`src/rtl/counter_pkg.sv`:
```
// Shared types and constants for the modulo up/down counter family.
// The bound helper is used by both the counter and its property checker.
package counter_pkg;

    typedef enum logic {
        CNT_WRAP = 1'b0,
        CNT_SAT  = 1'b1
    } cnt_mode_e;

    localparam int CNT_MAX_WIDTH = 64;

    // Largest reachable count for a given width and modulus (0 = full range).
    function automatic longint unsigned max_val(
        input int              width,
        input longint unsigned modulus
    );
        if (modulus != 64'd0) begin
            return modulus - 64'd1;
        end
        if (width >= CNT_MAX_WIDTH) begin
            return '1;
        end
        return (64'd1 << width) - 64'd1;
    endfunction

endpackage

```
`src/rtl/counter_mod.sv`:
```
// Parametrised modulo up/down counter with load, wrap/saturate modes,
// terminal count, wrap pulse and saturation-bound flag.
import counter_pkg::*;

module counter_mod #(
    parameter int              WIDTH   = 64,
    parameter longint unsigned MODULUS = 0,
    parameter cnt_mode_e       MODE    = CNT_WRAP,
    parameter longint unsigned RST_VAL = 0
) (
    input  logic             clk,
    input  logic             rst,
    input  logic             en,
    input  logic             up,
    input  logic             load,
    input  logic [WIDTH-1:0] load_val,
    output logic [WIDTH-1:0] y,
    output logic             tc,
    output logic             wrapped,
    output logic             at_bound
);

    localparam longint unsigned MAX64 = max_val(WIDTH, MODULUS);
    localparam logic [WIDTH-1:0] MAX  = WIDTH'(MAX64);
    localparam logic [WIDTH-1:0] RSTV = WIDTH'(RST_VAL);
    localparam logic             SAT  = (MODE == CNT_SAT);

    if (WIDTH < 1 || WIDTH > CNT_MAX_WIDTH) begin : g_bad_width
        $error("counter_mod: WIDTH must be 1..64");
    end
    if (!(MODULUS == 64'd0 || (MODULUS >= 64'd2 &&
          (WIDTH >= CNT_MAX_WIDTH || MODULUS < (64'd1 << WIDTH)))))
    begin : g_bad_modulus
        $error("counter_mod: MODULUS must be 0 or 2..2**WIDTH-1");
    end
    if (RST_VAL >= MAX64) begin : g_bad_rst_val
        $error("counter_mod: RST_VAL must be below MAX");
    end

    logic [WIDTH-1:0] r_y;
    logic             r_wrapped;
    logic             r_at_bound;

    logic             w_at_max;
    logic             w_at_zero;
    logic             w_hit;
    logic [WIDTH-1:0] w_y_nxt;
    logic             w_wrapped_nxt;
    logic             w_bound_nxt;

    assign w_at_max  = (r_y == MAX);
    assign w_at_zero = (r_y == '0);
    assign w_hit     = up ? w_at_max : w_at_zero;

    always_comb begin
        w_y_nxt       = r_y;
        w_wrapped_nxt = 1'b0;
        w_bound_nxt   = r_at_bound;
        if (load) begin
            w_y_nxt     = (load_val > MAX) ? MAX : load_val;
            w_bound_nxt = 1'b0;
        end else if (en) begin
            // Leaving the bound clears the flag; pressing into it sets it.
            w_bound_nxt = SAT && w_hit;
            if (!w_hit) begin
                w_y_nxt = up ? r_y + WIDTH'(1) : r_y - WIDTH'(1);
            end else if (!SAT) begin
                w_y_nxt       = up ? '0 : MAX;
                w_wrapped_nxt = 1'b1;
            end
        end
    end

    always_ff @(posedge clk or posedge rst) begin
        if (rst) begin
            r_y        <= RSTV;
            r_wrapped  <= 1'b0;
            r_at_bound <= 1'b0;
        end else begin
            r_y        <= w_y_nxt;
            r_wrapped  <= w_wrapped_nxt;
            r_at_bound <= w_bound_nxt;
        end
    end

    assign y        = r_y;
    assign wrapped  = r_wrapped;
    assign at_bound = r_at_bound;
    assign tc       = en & ~load & w_hit;

endmodule

```
`config.mk`:
```
export PLATFORM = sky130hd
export DESIGN_NAME = counter_mod
export DESIGN_NICKNAME = d
export VERILOG_FILES = /design/src/rtl/counter_pkg.sv /design/src/rtl/counter_mod.sv
export SDC_FILE = /design/constraint.sdc
export NUM_CORES = 1
export LEC_CHECK = 0
export ABC_AREA = 1
export CAP_MARGIN = 10
export CELL_PAD_IN_SITES_DETAIL_PLACEMENT = 1
export CELL_PAD_IN_SITES_GLOBAL_PLACEMENT = 2
export CORE_UTILIZATION = 25
export CTS_BUF_LIST = sky130_fd_sc_hd__clkbuf_16
export DETAILED_ROUTE_END_ITERATION = 12
export PLACE_DENSITY = 0.81
export SETUP_SLACK_MARGIN = 0.15
export SKIP_LAST_GASP = 1
export SLEW_MARGIN = 25
export SYNTH_ARGS = -nofsm -noshare
export SYNTH_HDL_FRONTEND = slang
export SYNTH_SLANG_ARGS = --single-unit
export TNS_END_PERCENT = 20
```
`constraint.sdc`:
```
create_clock -name clk -period 2 [get_ports clk]
set_input_delay 0.2 -clock clk [delete_from_list [all_inputs] [get_ports clk]]
set_output_delay 0.2 -clock clk [all_outputs]
set_load 0.01 [all_outputs]
```
# After elaboration in Yosys (flattened, before gate mapping)
# Index checks and enable logic that the tools add are counted.
dict set report op_classes {
  add_sub_neg 2
  n_eq_ne 1
  bitwise_logic 3
  n_lt_le_gt_ge 1
  n_reduce_logical 2
  n_mux 12
}
# operator count
set ops {}
lappend ops {{64-bit 2-to-1 mux} 6}
lappend ops {{64-bit by 1-bit adder with 64-bit output (second input constant)} 1}
lappend ops {{64-bit == test (second input constant)} 1}
lappend ops {{64-bit > comparator (second input constant)} 1}
lappend ops {{64-bit logical NOT} 1}
lappend ops {{64-bit by 1-bit subtractor with 64-bit output (second input constant)} 1}
lappend ops {{1-bit 2-to-1 mux} 6}
lappend ops {{1-bit AND} 2}
lappend ops {{2-bit nonzero test} 1}
lappend ops {{1-bit NOT} 1}
dict set report word_totals {
  elab_cells 24
  input_bits 69
  out_inout_bits 67
  register_bits 66
}

# Logic depth before layout (Yosys ltp)
dict set report depth {
  word_depth 5
  depth_mapped 19
  depth_no_buf 19
}

# Least setup slack after synthesis
# No wires, ideal clock.
dict set report synth_timing {
  path_kind {input to register}
  from {input up}
  to {register r_y[59] (netlist: y[59])}
  arrival_time_ns 2.748
  n_path_buf 0
  setup_time_ns 0.121
  path_slack_ns -0.869
  required_ns 1.879
  stages 15
  path_cell_list {inv_1 ha_1 or2_2 nand3_1 nand2_2 nand2_1 nand2_1 nand2_1 nand2_1 nand2_1 nand3_1 nand3_2 nand2_1 nand2_1 nand2_1}
}
dict set report synth_via {
  elab_chain_cells 4
  elab_cells_between_ends 6
  classes_between {6 x mux}
}
# element line
set synth_rtl {}
lappend synth_rtl {{from (decl)} counter_mod.sv:14} ;# input logic up,
lappend synth_rtl {{64-bit 2-to-1 mux, or another cell as far along} counter_mod.sv:66} ;# w_y_nxt = up ? r_y + WIDTH'(1) : r_y - WIDTH'(1);
lappend synth_rtl {{64-bit 2-to-1 mux (*)} counter_mod.sv:65} ;# if (!w_hit) begin
lappend synth_rtl {{64-bit 2-to-1 mux (*)} counter_mod.sv:62} ;# end else if (en) begin
lappend synth_rtl {{64-bit 2-to-1 mux (*)} counter_mod.sv:59} ;# if (load) begin
lappend synth_rtl {{to (signal assigned)} counter_mod.sv:80} ;# r_y <= w_y_nxt;
lappend synth_rtl {{to (decl)} counter_mod.sv:40} ;# logic [WIDTH-1:0] r_y;
# Every way passes the cells marked *; elsewhere a longest branch is shown, timed or not. The select of a mux whose other input is x is not followed.
# A chain may end at the register's enable or synchronous reset.

# Final worst setup path
dict set report layout_timing {
  from {register r_y[14] (netlist: y[14])}
  to {output tc}
}
dict set report layout_via {
  elab_chain_cells 3
  elab_cells_between_ends 4
  classes_between {1 x eq/ne; 1 x mux; 1 x bitwise; 1 x reduce/logical}
}
# element line
set layout_rtl {}
lappend layout_rtl {{64-bit == test / 64-bit logical NOT (equally long branches)} {counter_mod.sv:51, counter_mod.sv:52}}
lappend layout_rtl {{1-bit 2-to-1 mux (*)} counter_mod.sv:53} ;# assign w_hit = up ? w_at_max : w_at_zero;
lappend layout_rtl {{1-bit AND (*)} counter_mod.sv:89} ;# assign tc = en & ~load & w_hit;
lappend layout_rtl {{to (decl)} counter_mod.sv:18} ;# output logic tc,
# Every way passes the cells marked *; elsewhere a longest branch is shown, timed or not.

==> summary.txt <==
Worst setup path
  • CP Data Required Time: 1.80 ns
  • Worst path buffer plus inverter count: 3
  • Cell repeated most along the worst path: nor2_2
  • CP arrival: 2.11 ns
  • Critical path class: reg2out
  • CP startpoint kind: register
  • Crit Reg-Reg Startpoint: y[14]
  • Delay-heaviest family, CP: simple AND/OR/NAND/NOR gates
  • Crit path cell chain: buf_4 -> nand4_1 -> nor2_2 -> nand3b_1 -> nor2_2 -> nand2_4 -> nand2_4 -> inv_4 -> nor2_2 -> buf_2
  • CP max stage delay: 0.44 ns
  • R2r endpoint: y[34]
  • FF-to-FF setup slack: -0.31 ns
  • Crit end category: primary output
  • Reg2Reg Depth: 13
  • Worst-path maximum fanout: 4
  • Slowest CP cell: dfrtp_1

Detailed routing
  • Initial DRC count: 605
  • Met2 WL post-DR: 24.8 mm
  • Antenna-violating nets left: 0
  • Detailed-router iteration count before antenna repair: 8
  • Via-per-instance ratio: 4.67
  • Top layer in use: met4
  • DRC errors left: 0
  • Routed len/inst: 18.9 um
  • Met3 WL: 1.81 mm
  • Post-Route M1 WL: 24.9 mm
  • Routed Wire Length: 53.2 mm
  • Vias: 13115

Pwr
  • Design Power: 0.0129 W
  • VDD IR-drop max: 0.466 mV
  • Clock power share: 0.133
  • Power per Cell Area: 760 nW/um^2
  • Internal power: 0.00678 W
  • Sw frac: 0.473
  • Leakage power: 9.13 nW
  • Combinational share of power: 0.720
  • Psw: 0.00609 W
  • Reg power frac: 0.147

STA
  • Minimum clock period: 2.31 ns
  • Relative slew margins: 0.586
  • Setup ws final: -0.310 ns
  • Fmax: 433 MHz
  • Hold Fails Final Rpt: 0
  • Worst-Margin Slew: 0.621 ns
  • Final setup viols: 64
  • Final Cycle Share: 1.15
  • Clock Skew: 0.0136 ns
  • RSZ-0062 raised after global routing: yes
  • Pins over their slew limit: 0

Run status
  • Failing checks: negative setup slack
  • Status: finished, violations left

Synthesis
  • Yosys warns: 0
  • Syn Std Cell Area: 9610 um^2
  • Syn Area/Cell: 5.25 um^2
  • Largest family of logic cells by synthesized area: simple AND/OR/NAND/NOR gates
  • Synthesis-stage register bit count: 65
  • Syn nets: 1963
  • Syn Inst Count: 1831
  • Post-Synth XOR/XNOR Area: 0.0173
  • Simple-gate share of the synthesized area: 0.488
  • Sequential area share after synthesis: 0.169
  • Post-synthesis mux area share: 0
  • Compound-Gate Fraction of Synth Area: 0.0785
  • Netlist cell types: 37
  • Synthesized-area fraction occupied by adder cells: 0.0828

Global route
  • Largest net degree at the start of global routing: 66
  • Aggregate global-route resource usage: 0.271
  • Antenna violations before repair: 0
  • Congestion Overflow GR: 0
  • Vias in the first global route: 13807
  • First-pass GRT wire length: 79.4 mm

Placement
  • GP Congestion: 0.921
  • DP HPWL: 39.9 mm
  • Area post-placement: 13700 um^2
  • IO buf count: 134

Floorplanning
  • Die X: 198 um
  • Die H: 198 um
  • Row count: 71
  • Placeable Area: 37800 um^2
  • # IOs: 136
  • Initial Utilization: 0.254
  • Die area: 39200 um^2

Clocking
  • TritonCTS buffer count: 9
  • H-tree levels: 3
  • TritonCTS clock tree: done
  • Root buf cell: clkbuf_16
  • Worst-skew pair later-pin latency: 0.38 ns
  • Clk sink count: 65
  • Clock Path Buffers: 2
  • Clock-pin slew on the worst setup and hold paths: 0.06 ns

Finish
  • Fillers: 4941
  • Final net count: 2425
  • Register area: 1660 um^2
  • Design area: 17000 um^2
  • Share of cells above drive strength 1: 0.355
  • Finished Core Util: 0.449
  • Ant. Diodes: 0
  • Area of the multi-input gates: 8470 um^2
  • Area Growth Syn to Fin: 76.4%

Flow run
  • Count of maximum capacitance violations: 0

Hold path
  • Worst hold-check path type: in2async
[cells in the mapped netlist]
library cell	number	area share
nand2_1	821	0.32
inv_1	373	0.15
nor2_1	155	0.061
nand3_1	85	0.044
dfrtp_1	65	0.17
ha_1	62	0.081
a21oi_1	46	0.024
a22oi_1	33	0.026
o21ai_0	29	0.015
nor3_1	20	0.010
clkbuf_1	19	0.0074
nand3_2	19	0.020
nand4_1	15	0.0098
xnor2_1	14	0.013
o21ai_1	13	0.0068
nand3b_1	10	0.0078
buf_2	9	0.0047
nor4_1	6	0.0039
xor2_1	5	0.0046
and2_1	4	0.0026
o211ai_1	4	0.0031
inv_2	3	0.0012
buf_4	2	0.0016
buf_6	2	0.0023
nand2_2	2	0.0013
nand2_4	2	0.0023
nor3_2	2	0.0021
o21bai_1	2	0.0016
a21o_1	1	0.00078
and3_1	1	0.00065
conb_1	1	0.00039
fa_1	1	0.0021
inv_4	1	0.00065
nor2_4	1	0.0012
o21a_1	1	0.00078
o22ai_1	1	0.00065
or2_2	1	0.00065
[per-layer routing]
layer | up-vias | global-route usage
met5 | - | 0
met4 | 0 | 0.103
met3 | 78 | 0.0354
met2 | 244 | 0.447
met1 | 6334 | 0.358
li1 | 6459 | -
[cells by family after synthesis]
group	count (synthesis)
and+or+nand+nor	1144
buffers and inverters	409
DFF	65
adders and majority gates	63
AOI/OAI and AO/OA	130
other	1
xor gates and xnor gates	19
[layout by cell type (no fill, tap or decap), drive strengths merged, types with 5 or more instances in the layout]
cell type | synthesis | routed
ha | 62 | 62
a22oi | 33 | 33
nor4 | 6 | 6
nand3 | 104 | 104
nor2 | 156 | 156
clkdlybuf4s50 | 0 | 131
xor2 | 5 | 5
nand3b | 10 | 10
a21oi | 46 | 46
nor3 | 22 | 22
o21ai | 42 | 42
xnor2 | 14 | 14
buf | 13 | 350
nand4 | 15 | 15
nand2 | 825 | 825
clkbuf | 19 | 10
inv | 377 | 376
dfrtp | 65 | 65
[area by class of cell]
cell class              count  area share
multi-input cells        1357       0.500
repair buffers            483       0.263
flip-flops and latches     65      0.0977
inverters                 377      0.0846
well taps                 511      0.0377
clock buffers               9      0.0133
clock inverters             7     0.00369
[stage by stage]
stage               setup slack, ns  hold WS (ns)  cells  TNS, ns
floorplan                    -0.677         0.333   1831   -33.63
CTS                          -0.317         0.244   2792   -11.64
global route                 -0.420         0.274   2809   -21.03
finish                       -0.310         0.229   2809   -13.31
detailed placement            -1.31         0.563   2726   -63.05
global placement              -1.27         0.553   2726   -59.61
[sequential cells by signal, indices dropped and copies added, names as in the netlist]
register / flops
wrapped: 1
y: 64
[worst reg2reg max path, delay by kind of cell (launching register included)]
| family | cells | cell delay, ns |
|---|---|---|
| simple gates | 9 | 1.06 |
| flops | 1 | 0.44 |
| buf+inv | 4 | 0.71 |
[worst max-delay path by stage]
stage	slack, ns	from	depth (start not counted)	end
final	-0.31	y[14]	10	tc
after global placement	-1.27	up	18	y[38]
after CTS	-0.32	y[0]	13	tc
after detailed placement	-1.31	up	18	y[47]
after global routing	-0.42	y[23]	11	tc
after floorplan	-0.68	up	15	y[59]
[repair_timing]
item / in CTS / in global routing
cloned: 7 / 1
pin swaps: 87 / 40
hold buffers: 0 / 0
resized for setup: 375 / 177
setup endpoints to repair: 64 / 67
setup buffers: 43 / 16
[power by group through the flow]
stage / clock network [W] / logic (W) / registers (W)
2_1_floorplan: 0 / 0.00347 / 0.00191
3_3_place_gp: 0 / 0.00709 / 0.00182
3_5_place_dp: 0 / 0.00724 / 0.00182
4_1_cts: 0.00175 / 0.00856 / 0.00187
5_1_grt: 0.00179 / 0.0100 / 0.00192
6_report: 0.00171 / 0.00926 / 0.00190
Note: power is estimated with default switching activity, not from simulation.
